$ cat src/rtl/mem_port_arbiter.sv
`default_nettype none
// ============================================================================
// Module   : mem_port_arbiter
// Purpose  : Shares one single-port memory between instruction fetch and
//            load/store, one transaction in flight, fixed access latency.
// Options  : MEM_ARB_ROUND_ROBIN_EN - round-robin tie-break (else data wins)
// Revision : 1.0 - initial release
// ============================================================================
module mem_port_arbiter #(
   parameter int ADDR_WIDTH = 32,
   parameter int DATA_WIDTH = 32,
   parameter int LATENCY    = 1
) (
   input  logic                  clock,
   input  logic                  reset,
   input  logic                  if_req,
   input  logic [ADDR_WIDTH-1:0] if_addr,
   output logic [DATA_WIDTH-1:0] if_rdata,
   output logic                  if_ack,
   input  logic                  d_req,
   input  logic                  d_we,
   input  logic [ADDR_WIDTH-1:0] d_addr,
   input  logic [DATA_WIDTH-1:0] d_wdata,
   output logic [DATA_WIDTH-1:0] d_rdata,
   output logic                  d_ack,
   output logic [ADDR_WIDTH-1:0] mem_addr,
   output logic                  mem_read,
   output logic                  mem_write,
   output logic [DATA_WIDTH-1:0] mem_wdata,
   input  logic [DATA_WIDTH-1:0] mem_rdata,
   output logic                  busy
);

   typedef enum logic [1:0] {
      ST_IDLE   = 2'd0,
      ST_ACCESS = 2'd1,
      ST_RESP   = 2'd2
   } state_t;

   localparam logic [3:0] C_CNT_INIT = 4'(LATENCY - 1);

   state_t                r_state;
   logic [3:0]            r_cnt;
   logic                  r_win_d;
   logic                  r_we;
   logic [ADDR_WIDTH-1:0] r_mem_addr;
   logic [DATA_WIDTH-1:0] r_mem_wdata;
   logic                  r_mem_read;
   logic                  r_mem_write;
   logic [DATA_WIDTH-1:0] r_if_rdata;
   logic [DATA_WIDTH-1:0] r_d_rdata;
   logic                  r_if_ack;
   logic                  r_d_ack;
   logic                  w_grant_d;
   logic                  w_d_store;

`ifdef MEM_ARB_ROUND_ROBIN_EN
   logic                  r_last_d;

   // On a tie, serve whichever side did not win the previous grant.
   assign w_grant_d = d_req & (~if_req | ~r_last_d);
`else
   assign w_grant_d = d_req;
`endif

   assign w_d_store = w_grant_d & d_we;

   always_ff @(posedge clock) begin
      if (reset) begin
         r_state     <= ST_IDLE;
         r_cnt       <= 4'd0;
         r_win_d     <= 1'b0;
         r_we        <= 1'b0;
         r_mem_addr  <= '0;
         r_mem_wdata <= '0;
         r_mem_read  <= 1'b0;
         r_mem_write <= 1'b0;
         r_if_rdata  <= '0;
         r_d_rdata   <= '0;
         r_if_ack    <= 1'b0;
         r_d_ack     <= 1'b0;
`ifdef MEM_ARB_ROUND_ROBIN_EN
         r_last_d    <= 1'b0;
`endif
      end else begin
         case (r_state)
            ST_IDLE: begin
               if (d_req || if_req) begin
                  r_win_d     <= w_grant_d;
                  r_we        <= w_d_store;
                  r_mem_addr  <= w_grant_d ? d_addr : if_addr;
                  r_mem_wdata <= w_grant_d ? d_wdata : '0;
                  r_mem_read  <= ~w_d_store;
                  r_mem_write <= w_d_store;
                  r_cnt       <= C_CNT_INIT;
                  r_state     <= ST_ACCESS;
`ifdef MEM_ARB_ROUND_ROBIN_EN
                  r_last_d    <= w_grant_d;
`endif
               end
            end
            ST_ACCESS: begin
               // A store strobes the write only in its first access cycle.
               r_mem_write <= 1'b0;
               if (r_cnt == 4'd0) begin
                  r_mem_read <= 1'b0;
                  r_state    <= ST_RESP;
                  if (r_win_d) begin
                     r_d_rdata <= r_we ? '0 : mem_rdata;
                     r_d_ack   <= 1'b1;
                  end else begin
                     r_if_rdata <= mem_rdata;
                     r_if_ack   <= 1'b1;
                  end
               end else begin
                  r_cnt <= r_cnt - 4'd1;
               end
            end
            ST_RESP: begin
               r_if_ack <= 1'b0;
               r_d_ack  <= 1'b0;
               r_state  <= ST_IDLE;
            end
            default: begin
               r_state <= ST_IDLE;
            end
         endcase
      end
   end

   assign if_rdata  = r_if_rdata;
   assign if_ack    = r_if_ack;
   assign d_rdata   = r_d_rdata;
   assign d_ack     = r_d_ack;
   assign mem_addr  = r_mem_addr;
   assign mem_read  = r_mem_read;
   assign mem_write = r_mem_write;
   assign mem_wdata = r_mem_wdata;
   assign busy      = (r_state != ST_IDLE);

endmodule
`default_nettype wire

$ cat config.mk
export PLATFORM = sky130hd
export DESIGN_NAME = mem_port_arbiter
export DESIGN_NICKNAME = d
export VERILOG_FILES = /design/src/rtl/mem_port_arbiter.sv
export SDC_FILE = /design/constraint.sdc
export NUM_CORES = 1
export LEC_CHECK = 0
export ABC_AREA = 1
export CORE_ASPECT_RATIO = 0.75
export CORE_UTILIZATION = 42
export CTS_CLUSTER_SIZE = 24
export DETAILED_ROUTE_END_ITERATION = 7
export MAX_ROUTING_LAYER = met4
export PLACE_DENSITY = 0.81
export SLEW_MARGIN = 10
export SYNTH_ARGS = -nofsm -noshare
export SYNTH_HDL_FRONTEND = slang
export SYNTH_SLANG_ARGS = --single-unit
export TNS_END_PERCENT = 30
$ cat constraint.sdc
create_clock -name clock -period 1.7 [get_ports clock]
set_input_delay 0.34 -clock clock [delete_from_list [all_inputs] [get_ports clock]]
set_output_delay 0.34 -clock clock [all_outputs]
set_load 0.03 [all_outputs]
# Word level (Yosys, flattened, before mapping)
# Index checks and enable logic that the tools add are counted.
dict set report totals {
  out_inout_bits 133
  reg_bits 140
}
dict set report op_classes {
  n_reduce_logical 15
  bitwise_logic 3
  eq_ne 7
  muxes 20
  addsub 1
}
# op n
set op_table {}
lappend op_table {{32-bit 2-to-1 mux} 3}
lappend op_table {{3-bit AND reduction} 6}
lappend op_table {{2-bit inequality test, second input constant} 5}
lappend op_table {{4-bit 2-to-1 mux} 2}
lappend op_table {{1-bit case mux with 2 select lines} 4}
lappend op_table {{4-bit case mux with 2 select lines} 1}
lappend op_table {{1-bit 2-to-1 mux} 7}
lappend op_table {{2-bit AND reduction} 3}
lappend op_table {{2-bit nonzero test} 3}
lappend op_table {{4-bit zero test} 1}
lappend op_table {{2-bit 2-to-1 mux} 2}
lappend op_table {{2-bit case mux with 2 select lines} 1}
lappend op_table {{4-bit by 1-bit subtractor with 4-bit output, second input constant} 1}
lappend op_table {{2-bit by 1-bit equality test with 1-bit output, second input constant} 1}
lappend op_table {{2-bit equality test, second input constant} 1}
lappend op_table {{2-bit zero test} 1}
lappend op_table {{1-bit NOT} 2}
lappend op_table {{1-bit AND} 1}
lappend op_table {{1-bit logical OR} 1}

# Longest topological paths before layout
# Gate-level depths: netlist of run 1.
dict set report logic_depth {
  ltp_word 4
  ltp_mapped 8
}

# Least setup slack after synthesis of run 1
# No wires, ideal clock.
dict set report synth_path {
  path_kind {register -> register}
  from {register r_cnt[0]}
  to {register r_if_rdata[10], in the netlist if_rdata[10]}
  n_path_buf 1
  arrival_ns 1.210
  setup_ns 0.113
  slack_ns 0.377
  t_required_ns 1.587
  path_stages_with_launch 9
  synth_period_minus_slack_ns 1.323
  path_cell_list {dfxtp_1 > inv_1 > ha_1 > nand2_2 > nor2_4 > buf_4 > nand3b_1 > nand2_1 > nor2_1}
}
dict set report synth_via {
  elab_chain_len 2
}
# item line
set synth_lines {}
lappend synth_lines {{start, declared} 43} ;# logic [3:0] r_cnt;
lappend synth_lines {{start signal, assigned} 116} ;# r_cnt <= r_cnt - 4'd1;
lappend synth_lines {{4-bit zero test} 105} ;# if (r_cnt == 4'd0) begin
lappend synth_lines {{3-bit AND reduction (no source line)} -}
lappend synth_lines {{end signal, assigned} 112} ;# r_if_rdata <= mem_rdata;
lappend synth_lines {{end, declared} 50} ;# logic [DATA_WIDTH-1:0] r_if_rdata;
# No other way between the ends.
# A chain may end at the register's enable or synchronous reset.

# Worst setup path after layout of run 1
dict set report layout_path {
  from {register r_state[0]}
  to {output port busy}
}
dict set report layout_via {
  elab_chain_len 1
}
# item line
set layout_lines {}
lappend layout_lines {{start, declared} 42} ;# state_t r_state;
lappend layout_lines {{start signal, assigned} 70} ;# r_state <= ST_IDLE;
lappend layout_lines {{start signal, assigned} 96} ;# r_state <= ST_ACCESS;
lappend layout_lines {{start signal, assigned} 107} ;# r_state <= ST_RESP;
lappend layout_lines {{2-bit nonzero test} 139} ;# assign busy = (r_state != ST_IDLE);
lappend layout_lines {{end, declared} 31} ;# output logic busy
# No other way between the ends.

==> results.ini, run 1 <==
[clock_tree]
post_cts_buffers = 0
insertion_delay_ns = 0.41
cts_tree = yes
clkTransAtPathRegs_ns = 0.06
cts.sinks = 140
numCtsBuffers = 17
cts-root-buf = clkbuf_16
h-tree-depth = 4
cts_hold_buf = 0
clk_path_buf_depth = 2

[detailed_routing]
vias = 5900
antenna_left = 0
drc = 0
via_per_inst = 4.80
drtIter0Drc = 268
wl_per_cell_um = 13.6
drt-total-wl_mm = 16.7
first_pass_iters = 5

[worst_setup_path]
crit_type = flop to output port
crit_path_end_kind = output port
cp-start-kind = flop
worst-path-buf-inv = 2
critPathTopFamily = buffers and inverters
crit_slowest_cell = dlygate4sd2_1
cp.required_ns = 1.36
critPathMaxFanout = 3
crit_chain = nor2_2 -> inv_1 -> dlygate4sd2_1
arrival_ns = 1.30
slowest_delay_ns = 0.42

[run]
drv_cap = 0

[grt]
grt_antenna_before_repair = 1
grt_start_max_net_pins = 81
track_usage = 0.241
grt_pass1_wl_mm = 26.4
grt_pass1_vias = 5504
grt.overflow.total = 0

[synth]
yosysUniqueCellTypes = 23
synth_most_common_cell = nor2_1
synth.largest_area_cell = dfxtp_1
synth-edff-count = 0
ys_seq_area_frac = 0.482
synthTopCellsByCount = 198 x nor2_1, 140 x dfxtp_1, 139 x nand2_1
synth_ff_type = dfxtp_1
syn_inst = 794
syn-cell-area_mm2 = 0.00581
ys_ff_latch = 140
synth_area_per_cell_um2 = 7.32
ys_top_cells_by_area = dfxtp_1 48%, nor2_1 13%, nand2_1 9.0%
yosysTopAreaCellShare = 0.482
syn_nets = 929
yosysWarnings = 0
async_flop_share = 0

[power]
p_int_uw = 7440
p_seq_frac = 0.356
power.switching_uw = 3680
swShare = 0.331
peakVddDrop_mv = 0.809
total_leakage_power_uw = 0.00443
clkPwrFrac = 0.346
power_density_mw_per_mm2 = 1230
comb_power_share = 0.299

[die]
start_util = 0.439
dieWidth_um = 138
rows = 36
ios = 266
die_area_mm2 = 0.0143
dieHeight_um = 104
core_mm2 = 0.0132

[timing]
rsz0062_at_grt = no
period_minus_slack_ns = 1.64
setup_viol = 0
skew_ns = 0.00774
fin_crit_sh = 0.966
finalHoldViolations = 0
drv_slew = 0
fin_tns_setup_ns = 0
clock.fmax_mhz = 609
relSlewSlack = 0.605
worstMarginPinSlew_ns = 0.592
fin_ws_ns = 0.0583

[final_layout]
area_delta_synth_final_pct = 55.9
final_nets = 1181
final_cell_area_mm2 = 0.00907
nFillCells = 1142
layout-drive-gt1-share = 0.0615

[run_status]
outcome = complete, no violations

[placement]
hpwl_mm = 11.7
placedInstanceArea_mm2 = 0.00862
portBuffers = 265
gp_congestion = 0.840
dp_slack_ns = -0.241

[worst_hold_path]
hp-class = flop to flop

## per-layer routing
metal  global-route usage  vias to the layer above  share of wire
li1                     -                     3002              -
met1                0.275                     2626           0.42
met2                0.397                      246           0.47
met3               0.0712                       26          0.089
met4               0.0831                        0          0.021
met5                    -                        -              0
## worst paths after layout
path | startpoint | to | slack (ns) | cells past startpoint
setup / recovery | r_state[0] | busy | 0.06 | 3
hold / removal | mem_wdata[18] | mem_wdata[18] | 0.45 | 2
setup reg to reg | r_state[0] | mem_wdata[11] | 0.17 | 7
hold reg to reg | mem_wdata[18] | mem_wdata[18] | 0.45 | 2
## sequential cells by signal, indices dropped and copies added (netlist names)
register / flops
r_cnt: 4
r_we: 1
if_ack: 1
mem_write: 1
if_rdata: 32
mem_addr: 32
d_ack: 1
r_state: 2
mem_wdata: 32
d_rdata: 32
mem_read: 1
r_win_d: 1
## metrics by stage
stage	cells	util	total power [uW]	hold slack, ns
CTS	1228	0.684	11200	0.456
floorplan	794	-	6140	0.409
global route	1229	0.685	11700	0.473
global placement	1198	0.651	7600	0.439
finish	1229	0.685	11100	0.449
detailed placement	1198	0.651	7650	0.445
## power groups by stage
stage                     registers [uW]  clock network (uW)  logic (uW)
final                               3950                3850        3320
after global routing                4010                4080        3610
after floorplan                     4840                   0        1300
after detailed placement            4040                   0        3620
after CTS                           3960                3930        3350
after global placement              4020                   0        3580
## cell type report
type                    instances  area, um^2  area share
clock inverters                11         169      0.0186
inverters                      75         282      0.0311
diodes                          1        2.50    0.000276
flip-flops and latches        140        2800       0.309
well taps                     171         214      0.0236
repair buffers                286        2730       0.301
multi-input cells             526        2430       0.268
clock buffers                  19         443      0.0489
## worst register-to-register path, cell delays in order (launching register included)
cell and delay (ns):
dfxtp_1 0.37, nor2_2 0.06, buf_4 0.14, o21ai_2 0.08
nand2_1 0.11, inv_2 0.45, nand2_1 0.13, o21ai_0 0.11
## cell usage in the layout (no fill, tap or decap), drive strengths merged
cell and instances:
bufinv 4, o22ai 1, a21oi 6, nor2 203, o21ai 68, ha 2
clkinv 5, nand3b 32, clkdlybuf4s50 131, dlygate4sd2 133, inv 76, buf 22
diode 1, dfxtp 140, clkbuf 19, nand2 141, clkinvlp 1, nand3 40
a211oi 32, nor3 1
## kinds of logic after synthesis
logic type,after synthesis,synth area share
and+or+nand+nor,417,0.306
DFF,140,0.482
buffers and inverters,128,0.101
AOI/OAI and AO/OA,107,0.106
adders and majority gates,2,0.00430
## what timing repair did
item | 4_1_cts | 5_1_grt
resized for setup | 133 | 0
setup endpoints to repair | 133 | 0
endpoints found under the hold margin | 0 | 0
Power figures use the tool's default switching activity.
==> run 2, diff against run 1 <==
--- a/config.mk
+++ b/config.mk
@@ -11,7 +11,7 @@
 export CTS_CLUSTER_SIZE = 24
 export DETAILED_ROUTE_END_ITERATION = 7
 export MAX_ROUTING_LAYER = met4
-export PLACE_DENSITY = 0.81
+export PLACE_DENSITY_LB_ADDON = 0.25
 export SLEW_MARGIN = 10
 export SYNTH_ARGS = -nofsm -noshare
 export SYNTH_HDL_FRONTEND = slang
==> run 2 against run 1 <==
  * Count of clock-buffer cells in the layout is the same
  * Clock skew grew 0.0053 ns
  * Combinational power is essentially flat
  * Critical path type unchanged
  * Largest cell class unchanged
==> results.ini, run 2 (same netlist as run 1, synthesis figures left out) <==
[timing]
finalHoldViolations = 0  ; unchanged
clock.fmax_mhz = 616  ; +1.1%
fin_crit_sh = 0.955  ; -0.0102
worstMarginPinSlew_ns = 0.589  ; -0.00327 ns
hold_slack_ns = 0.453  ; +0.00407 ns
drv_slew = 0  ; unchanged
setup_viol = 0  ; unchanged
rsz0062_at_grt = yes
skew_ns = 0.0131  ; +0.00533 ns
period_minus_slack_ns = 1.62  ; -0.0173 ns
relSlewSlack = 0.607  ; +0.00218

[final_layout]
area_delta_synth_final_pct = 55.6
final_cell_area_mm2 = 0.00905  ; -0.21%
diodes = 0  ; -1
post-route-util = 0.683  ; -0.00142
stdcell_count = 1229  ; unchanged
layout_common_cells = 198 x nor2_1, 140 x dfxtp_1, 139 x nand2_1
final_nets = 1180  ; -0.085%
layout-drive-gt1-share = 0.0643  ; +0.00278
mostFrequentLayoutCell = nor2_1

[worst_setup_path]
cp.required_ns = 1.36  ; about the same
arrival_ns = 1.28  ; -0.02 ns
critPathMaxFanout = 3  ; unchanged
crit_path_end_kind = output port
crit_type = flop to output port
cp-start-kind = flop

[detailed_routing]
first_pass_iters = 5  ; unchanged
drt-total-wl_mm = 16.8  ; +0.98%
drtIter0Drc = 334  ; +25%
drc = 0  ; unchanged
vias = 5892  ; -0.14%
via_per_inst = 4.79  ; -0.14%
wl_per_cell_um = 13.7  ; +0.98%
antenna_left = 0  ; unchanged

[run]
drv_cap = 0  ; unchanged

[power]
power_density_mw_per_mm2 = 1210  ; -1.4%
total_leakage_power_uw = 0.00441  ; -0.56%
peakVddDrop_mv = 0.808  ; -0.14%

[die]
die_area_mm2 = 0.0143  ; unchanged
dieHeight_um = 104  ; unchanged
rows = 36  ; unchanged
dieWidth_um = 138  ; unchanged
core_mm2 = 0.0132  ; unchanged
start_util = 0.439  ; unchanged
ios = 266  ; unchanged

[clock_tree]
clk_path_buf_depth = 2  ; unchanged
clkTransAtPathRegs_ns = 0.06  ; about the same
h-tree-depth = 4  ; unchanged
cts-root-buf = clkbuf_16
cts.sinks = 140  ; unchanged
insertion_delay_ns = 0.41  ; about the same
cts_tree = yes
numCtsBuffers = 17  ; unchanged
cts_hold_buf = 0  ; unchanged

[run_status]
outcome = complete, no violations

[placement]
portBuffers = 265  ; unchanged
gp_congestion = 0.808  ; -3.8%
placedInstanceArea_mm2 = 0.00862  ; about the same
place_inst = 1197  ; -0.083%
hpwl_mm = 11.7  ; -0.16%

[grt]
gr-max-usage-layer = met2
grt_pass1_wl_mm = 27.1  ; +2.3%
grt_start_max_net_pins = 67  ; -17%
met3_usage = 0.0673  ; -0.00390
grtUsageMet1 = 0.297  ; +0.0216
grt_antenna_before_repair = 0  ; -1
track_usage = 0.247  ; +0.00622
grt_pass1_vias = 5491  ; -0.24%
grt.overflow.total = 0  ; unchanged
met2_usage = 0.399  ; +0.00214

[worst_hold_path]
hp-class = primary input to flop

-- run 2: worst max-delay path, stage by stage (launching register included) --
cell and delay (ns):
dfxtp_1 0.38, nor2_2 0.05, inv_1 0.12, clkdlybuf4s15_2 0.32
-- run 2: power breakdown --
part           internal, uW  switching, uW  total [uW]
registers              3730            224        3960
clock network          2210           1450        3650
logic                  1220           2120        3330
-- run 2: final timing paths --
check	start	endpoint	slack, ns	depth (start not counted)
worst max register to register	r_state[0]	r_cnt[1]	0.16	7
worst min-delay path	d_req	r_cnt[0]	0.45	5
worst max-delay path	r_state[0]	busy	0.08	3
worst min register to register	mem_wdata[3]	mem_wdata[3]	0.45	2
-- run 2: cell type report --
class,count,area [um^2]
Fill cell,1141,4200
Inverter,75,284
Timing Repair Buffer,285,2730
Tap cell,171,214
Clock inverter,13,140
Sequential cell,140,2800
Multi-Input combinational cell,526,2430
Clock buffer,19,443
-- run 2: metrics by stage --
step           setup slack, ns  setup TNS (ns)  total power [uW]
4_1_cts                 0.0726               0             11000
3_5_place_dp           -0.0709           -1.76              7650
3_3_place_gp           -0.0528          -0.637              7620
6_report                0.0757               0             10900
2_1_floorplan            0.377               0              6140
5_1_grt               -0.00866         -0.0173             11500
-- run 2: per-layer routing --
metal / vias up / wire, um / part of all wire
li1: 2996 / - / -
met1: 2632 / 7210 / 0.43
met2: 251 / 7950 / 0.47
met3: 13 / 1470 / 0.087
met4: 0 / 206 / 0.012
met5: - / 0 / 0
-- run 2: what timing repair did --
| item | in CTS | in global routing |
|---|---|---|
| resized for setup | 135 | 3 |
| setup buffers | 0 | 0 |
| pin swaps | 0 | 0 |
| endpoints found under the setup margin | 133 | 6 |
| cloned | 0 | 0 |
==> RTL change 1 (settings of run 1) <==
Re-encode `state_t` (3 states) as one-hot, 3 bits wide.
--- a/src/rtl/mem_port_arbiter.sv
+++ b/src/rtl/mem_port_arbiter.sv
@@ -33,6 +33,6 @@
 
-   typedef enum logic [1:0] {
-      ST_IDLE   = 2'd0,
-      ST_ACCESS = 2'd1,
-      ST_RESP   = 2'd2
+   typedef enum logic [2:0] {
+      ST_IDLE   = 3'b001,
+      ST_ACCESS = 3'b010,
+      ST_RESP   = 3'b100
    } state_t;
Formal check against the unedited RTL: no difference found for any inputs over 4 cycles, from zero or initial values and one cycle with reset high; so few cycles prove little.
==> RTL change 1 against run 1 <==
- wire length fell by 5.1%
- synthesized area down 4.4%
- total power is 12% lower
- hold slack got worse by 0.069 ns
- utilization grew 0.71 points
- via count decreased by 7.5%
- die area fell by 4.3%
- synthesized cell count is 11% lower
- design area is 1.0% lower
- worst setup slack better by 0.062 ns
- count of clock-buffer cells in the layout fell by 2
- maximum frequency is 3.9% higher
- sequential cell count up 1
- critical path type is now flop to flop
- critical endpoint is now d_rdata[12]
- largest cell class is now buffers
==> RTL change 1: results (changes against run 1) <==
[power] worst vdd rail ir drop 0.8928 mV [+10%]
[synthesis] sequential element share of the synthesized area 0.5077 [+0.02562]
[cells_and_area] number of multi-input combinational cells 474 [-9.9%]
[cells_and_area] number of signal-net buffers in the layout 287 [+0.35%]
[grt] initial antenna violation count 0 [-1]
[drt] average wire length per cell after detail routing 13.75 um [+1.3%]
[cells_and_area] final antenna diode count 0 [-1]
[outcome] outcome complete, no violations
[place] number of instances in the placed design 1114 [-7.0%]
[drt] final wirelength 15830 um [-5.1%]
[place] pre-CTS setup slack 0.02456 ns [+0.2659 ns]
[min_path] hold worst-path end mem_addr[19]
[worst_setup_path] CP Launch Point r_cnt[0]
[synthesis] Commonest cells post-synth 141 x dfxtp_1, 139 x nand2_1, 121 x nor2_1, 79 x o21ai_0, 42 x inv_1
[power] leak pwr 4.302 nW [-3.0%]
[sta] final worst hold slack 0.3800 ns [-0.06872 ns]
[synthesis] nets in the synthesized netlist 840 [-9.6%]
[cells_and_area] number of non-clock inverters in the layout 46 [-39%]
[sta] worst clock skew 0.008446 ns [+0.0007113 ns]
[worst_setup_path] endpoint arrival time on the critical path 1.89 ns [+0.59 ns]
[grt] pin count of the biggest net entering global routing 56 [-31%]
[cells_and_area] buffer share of cell area 0.3148 [+0.01412]
[grt] first-pass GRT wire length 24150 um [-8.7%]
[power] power per cell area 1095 mW/mm2 [-11%]
[sta] transition at the pin with the smallest max-transition slack 0.3695 ns [-0.2226 ns]
[worst_setup_path] Slowest-stage cell, CP dfxtp_1
[cells_and_area] share of final layout cell area taken by clock buffers and inverters 0.06972 [+0.002230]
[drt] Iteration-0 DRC Markers 259 [-3.4%]
[place] post-placement cell area 0.008428 mm2 [-2.2%]
[worst_setup_path] CP Capture Point d_rdata[12]
RTL change 1: repair_timing:
action	4_1_cts	5_1_grt
gates resized for setup	132	4
setup endpoints to repair	132	17
cloned	0	3
pin swaps	0	1
buffers inserted	0	2
RTL change 1: power by group:
part	total [mW]	internal [mW]	switching [mW]	leakage [nW]
clock	3.95	2.37	1.58	0.302
sequential	3.73	3.59	0.140	1.15
combinational	2.14	0.870	1.27	2.85
total	9.83	6.83	2.99	4.30
RTL change 1: cell families after synthesis:
group           Yosys count  share of synthesized area
buf+inv                  90                    0.07898
simple gates            300                     0.2246
flops                   141                     0.5077
mux                      32                    0.05761
fa+ha+maj                 2                   0.004500
compound gates          140                     0.1267
RTL change 1: routing by layer:
metal,share of wire,up-vias
li1,-,2773
met1,0.44,2471
met2,0.48,200
met3,0.066,13
met4,0.0087,0
met5,0,-
==> RTL change 2 (flow settings as in run 1) <==
Without the edit above. Add a define of `MEM_ARB_ROUND_ROBIN_EN`.
--- a/src/rtl/mem_port_arbiter.sv
+++ b/src/rtl/mem_port_arbiter.sv
@@ -8,2 +8,4 @@
 // ============================================================================
+`define MEM_ARB_ROUND_ROBIN_EN
+
 module mem_port_arbiter #(
Formal check against the unedited RTL: not equivalent (Yosys sat finds a counterexample within 10 cycles, from zero or initial values and one cycle with reset high).
==> RTL change 2 against run 1 <==
- the run now ends with DRC left
- sequential cell count unchanged
- synthesized area up 1.4%
- design area up 2.0%
- utilization down 0.98 points
- worst setup slack better by 0.014 ns
- critical path type is now flop to flop
- wire length up 8.5%
- total power up 0.87%
- combinational power up 8.7%
==> RTL change 2: results (changes against run 1) <==
[drt] final wirelength 18090 um [+8.5%]
[cells_and_area] layout cell share with drive strength beyond 1 0.1014 [+0.03986]
[worst_setup_path] internal reg-to-reg setup slack 0.07 ns [-0.10 ns]
[min_path] Hold Startpoint mem_wdata[24]
[place] pre-CTS setup slack -0.01824 ns [+0.2231 ns]
[sta] transition at the pin with the smallest max-transition slack 0.8252 ns [+0.2331 ns]
[place] number of instances in the placed design 1248 [+4.2%]
[drt] met3 wire length 1267 um [-15%]
[grt] GRT met3 Usage 0.07149 [+0.0003439]
[grt] routing usage on met1 0.3210 [+0.04604]
[outcome] outcome finished, violations left
[synthesis] largest cells by area after synthesis dfxtp_1 48%, nand2_1 17%, nor2_1 8.5%
[worst_setup_path] CP Capture Point if_ack
[sta] worst clock skew 0.01092 ns [+0.003184 ns]
[drt] total DRC errors in the routed layout 12 [+12]
[sta] final worst hold slack 0.4415 ns [-0.007256 ns]
[drt] wire length on met2 8680 um [+9.8%]
[power] leak pwr 4.536 nW [+2.3%]
[cells_and_area] area taken by flip-flops and latches 0.002805 mm2 [about the same]
[outcome] failing checks DRC
[drt] average wire length per cell after detail routing 14.13 um [+4.1%]
[drt] Iteration-0 DRC Markers 361 [+35%]
[power] net switching component of the power 4.037 mW [+9.7%]
[place] HPWL after detailed placement 12790 um [+9.0%]
[min_path] hold worst-path end mem_wdata[24]
[worst_setup_path] largest fanout on the critical path 33 [+30]
[place] final estimated routing congestion in global placement 0.8874 [+5.6%]
[synthesis] gate count of the mapped netlist 831 [+4.7%]
[grt] met2 track demand over resource 0.4235 [+0.02638]
[grt] pin count of the biggest net entering global routing 43 [-47%]
[grt] first-pass GRT wire length 29080 um [+10%]
[drt] first drt pass iteration count 8 [+3]
[drt] detailed-route vias per instance 4.726 [-1.6%]
[synthesis] Commonest cells post-synth 271 x nand2_1, 140 x dfxtp_1, 134 x nor2_1, 69 x nand3_1, 40 x inv_1
[worst_setup_path] length in cells of the worst reg-to-reg path 6 [-1]
==> RTL change 2: area by class of cell <==
type,instances,share of cell area
timing repair buffer,295,0.3052
multi-input combinational,592,0.2867
sequential,140,0.3033
clock buffer,18,0.04749
tap,175,0.02368
inverter,46,0.01894
clock inverter,14,0.01461
==> RTL change 2: power by group through the flow <==
stage	clock, mW	sequential, mW	combinational [mW]
floorplan	0	4.92	1.37
global route	3.82	4.05	3.90
detailed placement	0	4.08	3.87
global placement	0	4.06	3.83
finish	3.61	4.00	3.61
CTS	3.66	4.00	3.59
==> RTL change 2: cell families after synthesis <==
group,after synthesis,synth area share
and+or+nand+nor,545,0.4014
AOI/OAI and AO/OA,45,0.03925
DFF,140,0.4753
adders and majority gates,2,0.004243
buffers and inverters,99,0.07978
==> RTL change 2: worst max-delay path, cell delays in order (launching register included) <==
cell and delay [ns]:
dfxtp_1 0.36, nand2_1 0.11, inv_2 0.10, nand3_4 0.08, nor2_4 0.64, nand2_1 0.14, o21ai_0 0.12
